**src/rtl/qspi_cmd_ctrl.sv**
```systemverilog
// QSPI command controller: decodes WRITE/READ/AUDIO commands and owns QD direction for read-back.
// Define QSPI_CTRL_AUTOINC_EN to auto-increment the register address after each write/transmit load.
module qspi_cmd_ctrl #(
  parameter int AW = 4
) (
  input  logic          clk,
  input  logic          rst_n,
  input  logic          qss,
  input  logic          rx_ready,
  input  logic [7:0]    rx_data,
  input  logic          tx_ready,
  output logic [7:0]    tx_data,
  output logic          qd_oe,
  output logic [AW-1:0] rd_addr,
  input  logic [7:0]    rd_data,
  output logic          wr_en,
  output logic [AW-1:0] wr_addr,
  output logic [7:0]    wr_data,
  output logic          sample_valid,
  output logic [7:0]    sample_data,
  output logic          cmd_err
);

  localparam logic [2:0] S_CMD     = 3'd0;
  localparam logic [2:0] S_ADDR    = 3'd1;
  localparam logic [2:0] S_WDATA   = 3'd2;
  localparam logic [2:0] S_RADDR   = 3'd3;
  localparam logic [2:0] S_AUDIO   = 3'd4;
  localparam logic [2:0] S_DISCARD = 3'd5;
  localparam logic [2:0] S_TX      = 3'd6;

  localparam logic [7:0] CMD_WRITE = 8'h01;
  localparam logic [7:0] CMD_READ  = 8'h0B;
  localparam logic [7:0] CMD_AUDIO = 8'h10;

`ifdef QSPI_CTRL_AUTOINC_EN
  localparam logic [AW-1:0] ADDR_STEP = AW'(1);
`else
  localparam logic [AW-1:0] ADDR_STEP = '0;
`endif

  logic [2:0]    r_qss_sync;
  logic [2:0]    r_state;
  logic          r_armed;
  logic          r_tx_pend;
  logic [AW-1:0] r_addr;

  logic          w_deselect;
  logic [2:0]    w_state_nxt;
  logic          w_armed_nxt;
  logic          w_pend_nxt;
  logic [AW-1:0] w_addr_nxt;
  logic          w_oe_nxt;
  logic          w_raddr_byte;
  logic          w_wr;
  logic          w_smp;
  logic          w_err;
  logic          w_load;

  // Idle level is deselected, so the chain resets high to avoid a false deselect after reset.
  always_ff @(posedge clk or negedge rst_n) begin
    if (!rst_n) begin
      r_qss_sync <= 3'b111;
    end else begin
      // NOTE: sequential state uses non-blocking assignments so every flop samples pre-edge values.
      r_qss_sync <= {r_qss_sync[1:0], qss};
    end
  end

  assign w_deselect = r_qss_sync[1] & ~r_qss_sync[2];
  assign rd_addr    = r_addr;

  always_comb begin
    // NOTE: every combinational output gets a default first so no latch can be inferred.
    w_state_nxt  = r_state;
    w_armed_nxt  = r_armed;
    w_pend_nxt   = 1'b0;
    w_addr_nxt   = r_addr;
    w_oe_nxt     = qd_oe;
    w_raddr_byte = 1'b0;
    w_wr         = 1'b0;
    w_smp        = 1'b0;
    w_err        = 1'b0;
    w_load       = 1'b0;

    // Byte phase: a received byte is consumed in the current state first.
    if (rx_ready && (r_state != S_TX)) begin
      case (r_state)
        S_CMD: begin
          case (rx_data)
            CMD_WRITE: w_state_nxt = S_ADDR;
            CMD_READ: begin
              w_state_nxt = S_RADDR;
              w_armed_nxt = 1'b0;
            end
            CMD_AUDIO: w_state_nxt = S_AUDIO;
            default: begin
              w_err       = 1'b1;
              w_state_nxt = S_DISCARD;
            end
          endcase
        end
        S_ADDR: begin
          w_addr_nxt  = rx_data[AW-1:0];
          w_state_nxt = S_WDATA;
        end
        S_WDATA: begin
          w_wr       = 1'b1;
          w_addr_nxt = r_addr + ADDR_STEP;
        end
        S_RADDR: begin
          if (!r_armed) begin
            w_addr_nxt   = rx_data[AW-1:0];
            w_armed_nxt  = 1'b1;
            w_raddr_byte = 1'b1;
          end
        end
        S_AUDIO: w_smp = 1'b1;
        default: ;
      endcase
    end

    // Transmit phase: a deferred first load, or a refill on each consumed byte.
    if (r_state == S_TX) begin
      if (r_tx_pend) begin
        w_load     = 1'b1;
        w_addr_nxt = r_addr + ADDR_STEP;
        w_oe_nxt   = 1'b1;
      end else if (tx_ready) begin
        w_load     = 1'b1;
        w_addr_nxt = r_addr + ADDR_STEP;
      end
    end

    // Deselect acts on the state that results from the byte phase.
    if (w_deselect) begin
      w_armed_nxt = 1'b0;
      if (r_state == S_TX) begin
        w_oe_nxt    = 1'b0;
        w_state_nxt = S_CMD;
      end else if ((w_state_nxt == S_RADDR) && (w_raddr_byte || r_armed)) begin
        w_state_nxt = S_TX;
        if (w_raddr_byte) begin
          // rd_data still reflects the old address this cycle; load from the new one next cycle.
          w_pend_nxt = 1'b1;
        end else begin
          w_load     = 1'b1;
          w_addr_nxt = r_addr + ADDR_STEP;
          w_oe_nxt   = 1'b1;
        end
      end else if (w_state_nxt == S_RADDR) begin
        w_err       = 1'b1;
        w_state_nxt = S_CMD;
      end else begin
        w_state_nxt = S_CMD;
      end
    end
  end

  always_ff @(posedge clk or negedge rst_n) begin
    if (!rst_n) begin
      r_state   <= S_CMD;
      r_armed   <= 1'b0;
      r_tx_pend <= 1'b0;
      r_addr    <= '0;
    end else begin
      r_state   <= w_state_nxt;
      r_armed   <= w_armed_nxt;
      r_tx_pend <= w_pend_nxt;
      r_addr    <= w_addr_nxt;
    end
  end

  always_ff @(posedge clk or negedge rst_n) begin
    if (!rst_n) begin
      tx_data      <= 8'h00;
      qd_oe        <= 1'b0;
      wr_en        <= 1'b0;
      wr_addr      <= '0;
      wr_data      <= 8'h00;
      sample_valid <= 1'b0;
      sample_data  <= 8'h00;
      cmd_err      <= 1'b0;
    end else begin
      qd_oe        <= w_oe_nxt;
      wr_en        <= w_wr;
      sample_valid <= w_smp;
      cmd_err      <= w_err;
      if (w_load) tx_data <= rd_data;
      if (w_wr) begin
        wr_addr <= r_addr;
        wr_data <= rx_data;
      end
      if (w_smp) sample_data <= rx_data;
    end
  end

endmodule

```
**config.mk**
```make
export PLATFORM = sky130hd
export DESIGN_NAME = qspi_cmd_ctrl
export DESIGN_NICKNAME = d
export VERILOG_FILES = /design/src/rtl/qspi_cmd_ctrl.sv
export SDC_FILE = /design/constraint.sdc
export NUM_CORES = 1
export LEC_CHECK = 0
export ABC_AREA = 1
export CAP_MARGIN = 20
export CELL_PAD_IN_SITES_DETAIL_PLACEMENT = 1
export CELL_PAD_IN_SITES_GLOBAL_PLACEMENT = 2
export CORE_ASPECT_RATIO = 0.9
export CORE_MARGIN = 4
export CORE_UTILIZATION = 29
export CTS_BUF_LIST = sky130_fd_sc_hd__clkbuf_8
export CTS_CLUSTER_SIZE = 20
export DETAILED_ROUTE_END_ITERATION = 6
export PLACE_DENSITY = 0.86
export RECOVER_POWER = 25
export SYNTH_ARGS = -nofsm -noshare
export SYNTH_HDL_FRONTEND = slang
export SYNTH_SLANG_ARGS = --single-unit
export TNS_END_PERCENT = 100
```
**constraint.sdc**
```tcl
create_clock -name clk -period 2.15 [get_ports clk]
set_input_delay 0.645 -clock clk [delete_from_list [all_inputs] [get_ports clk]]
set_output_delay 0.645 -clock clk [all_outputs]
set_load 0.05 [all_outputs]
```
======== Word level (Yosys, flattened, before mapping) ========
Index checks and enable logic that the tools add are counted.
word-level totals
  bits in registers ....................... 44
  input port bits ......................... 21
  output and inout bits ................... 36
  logic and storage cells ................. 86
operators by class
  equal/unequal tests ..................... 12
  muxes and demuxes ....................... 51
  bitwise logic cells ..................... 2
  reductions and logical operators ........ 8
operators by type and width
  cell                count
  $mux 4              9
  $mux 1              34
  $mux 3              4
  $eq 3x2->1 const B  3
  $pmux 3 s3          1
  $eq 8x1->1 const B  1
  $eq 8x4->1 const B  1
  $eq 8x5->1 const B  1
  $pmux 4 s2          1
  $eq 3x3->1 const B  2
  $ne 3x3->1 const B  2
  $pmux 3 s2          1
  $ne 4x4->1 const B  1
  $eq 3x1->1 const B  1
  $logic_not 3->1     1
  $reduce_and 3->1    1
  $reduce_bool 3->1   1
  $reduce_or 3->1     1
  $logic_and 1x1->1   2
  $pmux 1 s2          1
  $reduce_bool 2->1   1
  $and 1x1->1         1
  $logic_or 1x1->1    1
  $not 1->1           1

======== Longest topological paths before layout ========
Gate-level depths: netlist of the first run.
  depth after elaboration ................. 10
  mapped depth ............................ 12
  mapped depth without buffers ............ 12

======== Least setup slack after synthesis of the first run ========
No wires, ideal clock.
  kind .................................... input to register
  start point ............................. input rx_data[0]
  end point ............................... register tx_data[0]
  setup time .............................. 67 ps
  arrival ................................. 1550 ps
  data required time ...................... 2083 ps
  slack ................................... 534 ps
  stages .................................. 12
  buffers on the path ..................... 0
  cells stage by stage .................... inv_2 > nor2_2 > nand2_1 > nor2_1 > nand2_1 > nand2_2 > nand2_2 > nor2_4 > nand3_4 > nand2_4 > nand2_1 > nand2_1
between the ends
  word-level cells in the longest chain between the ends .. 9
  elaborated cells on any way between the ends .. 11
  classes of those cells .................. eq/ne: 4; mux: 6; reduce/logical: 1
RTL lines
  element                                   line  text
  from (decl)                               10    input logic [7:0] rx_data,
  $eq 8x5->1, or another cell as far along  90    case (rx_data)
  $pmux 3 s3 *                              90
  $pmux 3 s2 *                              88    case (r_state)
  $mux 3 *                                  87    if (rx_ready && (r_state != S_TX)) begin
  $eq 3x2->1 *                              141   end else if ((w_state_nxt == S_RADDR) && (w_raddr_byte || r_armed)) begin
  $logic_and 1x1->1 *                       141
  $mux 1 *                                  141
  $mux 1 *                                  138   if (r_state == S_TX) begin
  $mux 1 *                                  136   if (w_deselect) begin
  to (signal assigned)                      189   if (w_load) tx_data <= rd_data;
  to (decl)                                 12    output logic [7:0] tx_data,
Mark *: on every way between the ends. The rest lies on a longest branch, timed or not.
A chain may end at the register's enable or synchronous reset.

======== Worst setup path in the final report of the first run ========
  start point ............................. register tx_data[4]
  end point ............................... output tx_data[4]
No word-level cell between the ends.

==> flow_summary.ini, run 1 <==
[final_layout]
final_cell_area_sq_mm = 0.002624
syn_to_final_growth_pct = 45.73
n_antenna_cell = 0
final_nets = 299
drive_gt1_share_pct = 24.37
stdcell_count = 349
final_util_pct = 44.81

[sta]
fmax_mhz = 474.5
setup_tns_ns = 0
finalCriticalPeriod_ns = 2.108
finClkSkew_ns = 0.008916
worst_slack_ns = 0.04232
final_hold_viol_count = 0
rsz0062_at_grt = false
slew_headroom_pct = 26.01
finalMaxSlewViolations = 0
timing.final.crit_share_pct = 98.03
hold-worst-slack_ns = 0.3638
tightest_slew_ns = 1.110
finalSetupViolations = 0

[worst_setup_path]
cp_top_family = buffers and inverters
reg2reg_from = r_qss_sync[1]
critPathKind = reg2out
crit_arrival_ns = 1.46
cp_data_required_time_ns = 1.50
slowest_delay_ns = 0.81
crit_fanout = 2
cp-end-kind = output port
reg2reg_to = r_state[1]
worst_r2r_path_depth = 6
critical_path_buf_inv_count = 1
crit_path_start_kind = flop
cp_slowest_cell = clkdlybuf4s50_1
r2r_setup_slack_ns = 0.51
crit_chain = clkdlybuf4s50_1

[clocking]
clock_latency_ns = 0.31
cts_inserted_buffers = 5
clk_path_buf_depth = 2
root_buffer = clkbuf_8
clk_pin_slew_ns = 0.08
cts_tree = built
cts_sinks = 44
h-tree-depth = 2

[pwr]
power.total_mw = 4.311
cellPowerDensity_mw_per_mm2 = 1643
leakage_nw = 1.410
irDropWorstVdd_v = 0.0006048

[placed_design]
dp.cells = 340
dpl_cell_area_sq_mm = 0.002492
globalplace.congestion = 0.7308
place_ws_ns = -0.1394
port-buffer-count = 56
dp_hpwl_mm = 3.791

[global_route]
grt_max_degree = 26
grt_pass1_wl_mm = 8.714
globalRoute.totalOverflow = 0
gr-usage-all-layers_pct = 15.03
antenna_found_initial = 0
grt_pass1_vias = 1734

[min_path]
hold-path-endpoint = r_qss_sync[1]
min_path_type = reg2reg
hold_path.startpoint = r_qss_sync[0]
whs_path_depth = 0

[run_status]
status = completed

[detailed_routing]
via_per_inst = 4.596
dr_total_vias = 1604
drc = 0
routed_wl_mm = 5.141
wl_per_cell_um = 14.73
postRouteAntennaNets = 0
drt_iter0_drc = 55
firstDrtPassIters = 4

[yosys]
ys_seq_area_share_pct = 61.36
syn_inst = 203
ys_ff_latch = 44
synthesis.nets = 224
netlist_area_sq_mm = 0.001800
ys.warnings.count = 0
synth.distinct_cells = 17
syn_area_per_cell_sq_um = 8.869

[floorplanning]
die_area_sq_mm = 0.007535
initial_core_util_pct = 30.75
core_sq_mm = 0.005856
num_io_pins = 57
fp.dieW_um = 91.06
placementRows = 26
die_y_um = 82.75

[flow_run]
drv_cap = 0
==> kinds of logic (layout without fill, tap and decap cells) <==
| family | Yosys count | count (layout) | share of synthesized area, % |
|---|---|---|---|
| buffers and inverters | 22 | 97 | 4.587 |
| AOI/OAI and AO/OA | 26 | 26 | 7.227 |
| and+or+nand+nor | 111 | 112 | 26.82 |
| DFF | 44 | 44 | 61.36 |
==> cell usage in the layout (no fill, tap or decap), drive strengths merged, types with 3 or more instances in the layout <==
master	count
a21oi	5
buf	41
clkbuf	7
clkdlybuf4s50	19
dfrtp	41
dfstp	3
dlymetal6s2s	6
inv	19
nand2	79
nand3	15
nor2	17
o21ai	21
==> synthesized netlist by cell type <==
cell	n	share of area [%]
a21oi_1	5	1.4
clkbuf_1	3	0.63
dfrtp_1	41	57
dfstp_2	3	4.4
inv_1	16	3.3
inv_2	3	0.63
nand2_1	75	16
nand2_2	3	1.0
nand2_4	1	0.63
nand3_1	13	3.6
nand3_4	1	0.97
nor2_1	13	2.7
nor2_2	2	0.69
nor2_4	2	1.3
nor3_1	1	0.28
o21ai_0	4	1.1
o21ai_1	17	4.7
==> routing by layer <==
| metal | wire length, um | track usage [%] | up-vias | part of all wire (%) |
|---|---|---|---|---|
| li1 | - | - | 787 | - |
| met1 | 2348 | 19.04 | 785 | 46 |
| met2 | 2511 | 24.61 | 28 | 49 |
| met3 | 201 | 3.442 | 4 | 3.9 |
| met4 | 80 | 7.229 | 0 | 1.6 |
| met5 | 0 | 0 | - | 0 |
==> state kept, by name (all words and copies together) (netlist names) <==
| name | count |
|---|---|
| sample_data | 8 |
| tx_data | 8 |
| wr_data | 8 |
| rd_addr | 4 |
| wr_addr | 4 |
| r_qss_sync | 3 |
| r_state | 3 |
| cmd_err | 1 |
| qd_oe | 1 |
| r_armed | 1 |
| r_tx_pend | 1 |
| sample_valid | 1 |
| wr_en | 1 |
==> worst max path at each step <==
stage | startpoint | end | slack [ns] | depth (start not counted)
floorplan | rx_data[0] | tx_data[0] | 0.53 | 12
global placement | rx_data[0] | tx_data[4] | -0.08 | 13
detailed placement | rx_data[0] | tx_data[3] | -0.14 | 13
CTS | tx_data[1] | tx_data[1] | 0.01 | 1
global route | tx_data[4] | tx_data[4] | 0.0009 | 1
finish | tx_data[4] | tx_data[4] | 0.04 | 1
==> report_power, final <==
group	switching, mW	internal, mW	leakage (nW)	total, mW
Combinational	1.58	0.683	0.801	2.26
Sequential	0.241	1.16	0.554	1.40
Clock	0.307	0.344	0.0541	0.651
==> layout make-up <==
class                           instances  area (sq um)
Fill cell                             704          3232
Tap cell                               70         87.58
Sequential cell                        44          1105
Inverter                               19         71.32
Clock inverter                          3         42.54
Clock buffer                            5         68.82
Timing Repair Buffer                   70         613.1
Multi-Input combinational cell        138         635.6
==> timing repair <==
action,CTS,global route
pin swaps,0,3
gates cloned,0,1
hold buffers,0,0
setup buffers,0,0
setup endpoints to repair,1,10
resized for setup,1,10
(Power assumes the default switching activity.)
==> run 2, diff against run 1 <==
--- a/config.mk
+++ b/config.mk
@@ -6,15 +6,17 @@
 export NUM_CORES = 1
 export LEC_CHECK = 0
 export ABC_AREA = 1
+export ABC_CLOCK_PERIOD_IN_PS = 2150
 export CAP_MARGIN = 20
 export CELL_PAD_IN_SITES_DETAIL_PLACEMENT = 1
 export CELL_PAD_IN_SITES_GLOBAL_PLACEMENT = 2
 export CORE_ASPECT_RATIO = 0.9
 export CORE_MARGIN = 4
-export CORE_UTILIZATION = 29
+export CORE_UTILIZATION = 40
 export CTS_BUF_LIST = sky130_fd_sc_hd__clkbuf_8
 export CTS_CLUSTER_SIZE = 20
 export DETAILED_ROUTE_END_ITERATION = 6
+export DONT_BUFFER_PORTS = 1
 export PLACE_DENSITY = 0.86
 export RECOVER_POWER = 25
 export SYNTH_ARGS = -nofsm -noshare
==> run 2 against run 1 <==
Compared with the run above: first-iteration DRC count decreased by 27%; highest routed layer unchanged; clock skew fell by 0.0024 ns; setup slack improved by 0.41 ns; largest power group is now registers; critical path type is now reg2reg.
==> flow_summary.ini, run 2 (synthesis gave the netlist of run 1 again) <==
[global_route]
globalRoute.totalOverflow = 0
gr-usage-all-layers_pct = 16.72
grt_max_degree = 45
antenna_found_initial = 0
grt_pass1_wl_mm = 7.314
grt_pass1_vias = 1486

[final_layout]
multi_input_comb_area_sq_um = 613.1
top_regs = sample_data (8), tx_data (8), wr_data (8)
layout_commonest_cell = nand2_1
final_util_pct = 47.45
syn_to_final_growth_pct = 10.98
final_nets = 229
drive_gt1_share_pct = 11.48
n_antenna_cell = 0
seq_area_sq_mm = 0.001105
layout_common_cells = 75 x nand2_1, 41 x dfrtp_1, 17 x o21ai_1
stdcell_count = 269
fillerInstances = 518

[clocking]
root_buffer = clkbuf_8
clk_path_buf_depth = 2
clk_pin_slew_ns = 0.08
clock_latency_ns = 0.29
cts_tree = built
cts_inserted_buffers = 5
h-tree-depth = 2
hold_buffers = 0
cts_resized = 0
cts_sinks = 44
post_cts.repair.setup_buffers = 0

[detailed_routing]
dr_total_vias = 1323
drc = 0
drt_iter0_drc = 40
routed_wl_mm = 4.378
wl_per_cell_um = 16.28
firstDrtPassIters = 4
postRouteAntennaNets = 0
via_per_inst = 4.918

[placed_design]
dp_hpwl_mm = 3.283
port-buffer-count = 0
place_ws_ns = 0.2639
dp.cells = 261
globalplace.congestion = 0.7966

[sta]
finClkSkew_ns = 0.006514
fmax_mhz = 588.5
finalMaxSlewViolations = 0
tightest_slew_ns = 0.6580
timing.final.crit_share_pct = 79.04
setup_tns_ns = 0
slew_headroom_pct = 55.84
finalSetupViolations = 0
worst_slack_ns = 0.4507
final_hold_viol_count = 0
finalCriticalPeriod_ns = 1.699
rsz0062_at_grt = false

[run_status]
status = completed

[floorplanning]
placementRows = 22
initial_core_util_pct = 42.75
core_sq_mm = 0.004212
die_y_um = 71.65
fp.dieW_um = 78.72
die_area_sq_mm = 0.005640
num_io_pins = 57

[pwr]
leakage_nw = 1.031
power.total_mw = 3.745
irDropWorstVdd_v = 0.0008045
cellPowerDensity_mw_per_mm2 = 1874

[flow_run]
drv_cap = 0

[min_path]
min_path_type = in2async

[worst_setup_path]
cp-end-kind = flop
crit_path_start_kind = flop
cp_data_required_time_ns = 2.37
crit_fanout = 10
crit_arrival_ns = 1.92
critPathKind = reg2reg
run 2: cell count changes in the layout (fill, tap and decap cells not counted), moves of 2 or more:
cell             delta
buf_4              -39
clkbuf_8            +2
clkdlybuf4s50_1    -19
dlymetal6s2s_1      -6
nor2_1              +2
run 2: stage by stage:
stage / hold slack [ns] / area (sq um)
after floorplan: 0.3452 / 1800
after global placement: 0.3474 / 1872
after detailed placement: 0.3502 / 1872
after CTS: 0.02942 / 1998
after global routing: 0.01284 / 1998
final: 0.03808 / 1998
run 2: critical path: stages (launching register included):
cell and delay (ns):
dfrtp_1 0.46, nor2_2 0.13, nand2_2 0.08, nor2_4 0.12
nand2_1 0.09, nand2_2 0.08, nand2_2 0.07, nor2_4 0.13
nand3_4 0.15, nand2_4 0.16, nand2_1 0.09, nand2_1 0.07
run 2: final cells by class:
| class | count | share of cell area, % |
|---|---|---|
| repair buffers | 1 | 0.3757 |
| flip-flops and latches | 44 | 55.29 |
| clock buffers | 7 | 4.822 |
| clock inverters | 1 | 1.503 |
| inverters | 19 | 3.569 |
| well taps | 60 | 3.757 |
| multi-input cells | 137 | 30.68 |
run 2: power breakdown:
part	switching (mW)	leakage (nW)	internal, mW
Combinational	0.368	0.411	0.227
Clock	0.269	0.0645	0.410
Sequential	1.33	0.555	1.14
run 2: worst paths after layout:
check,depth (start not counted),slack (ns),startpoint,to
worst max-delay path,11,0.45,r_state[0],tx_data[3]
worst min-delay path,0,0.04,rst_n,wr_data[7]
worst max register to register,11,0.45,r_state[0],tx_data[3]
worst min register to register,0,0.36,r_qss_sync[0],r_qss_sync[1]
max in group asynchronous,0,1.92,rst_n,r_qss_sync[2]
min in group clk,0,0.35,qss,r_qss_sync[0]
run 2: per-layer routing:
layer	GRT usage, %	part of all wire, %	up-vias
met3	5.653	7.5	4
met4	5.825	0.91	0
met5	0	0	-
met1	19.68	41	630
met2	28.56	50	43
li1	-	-	646
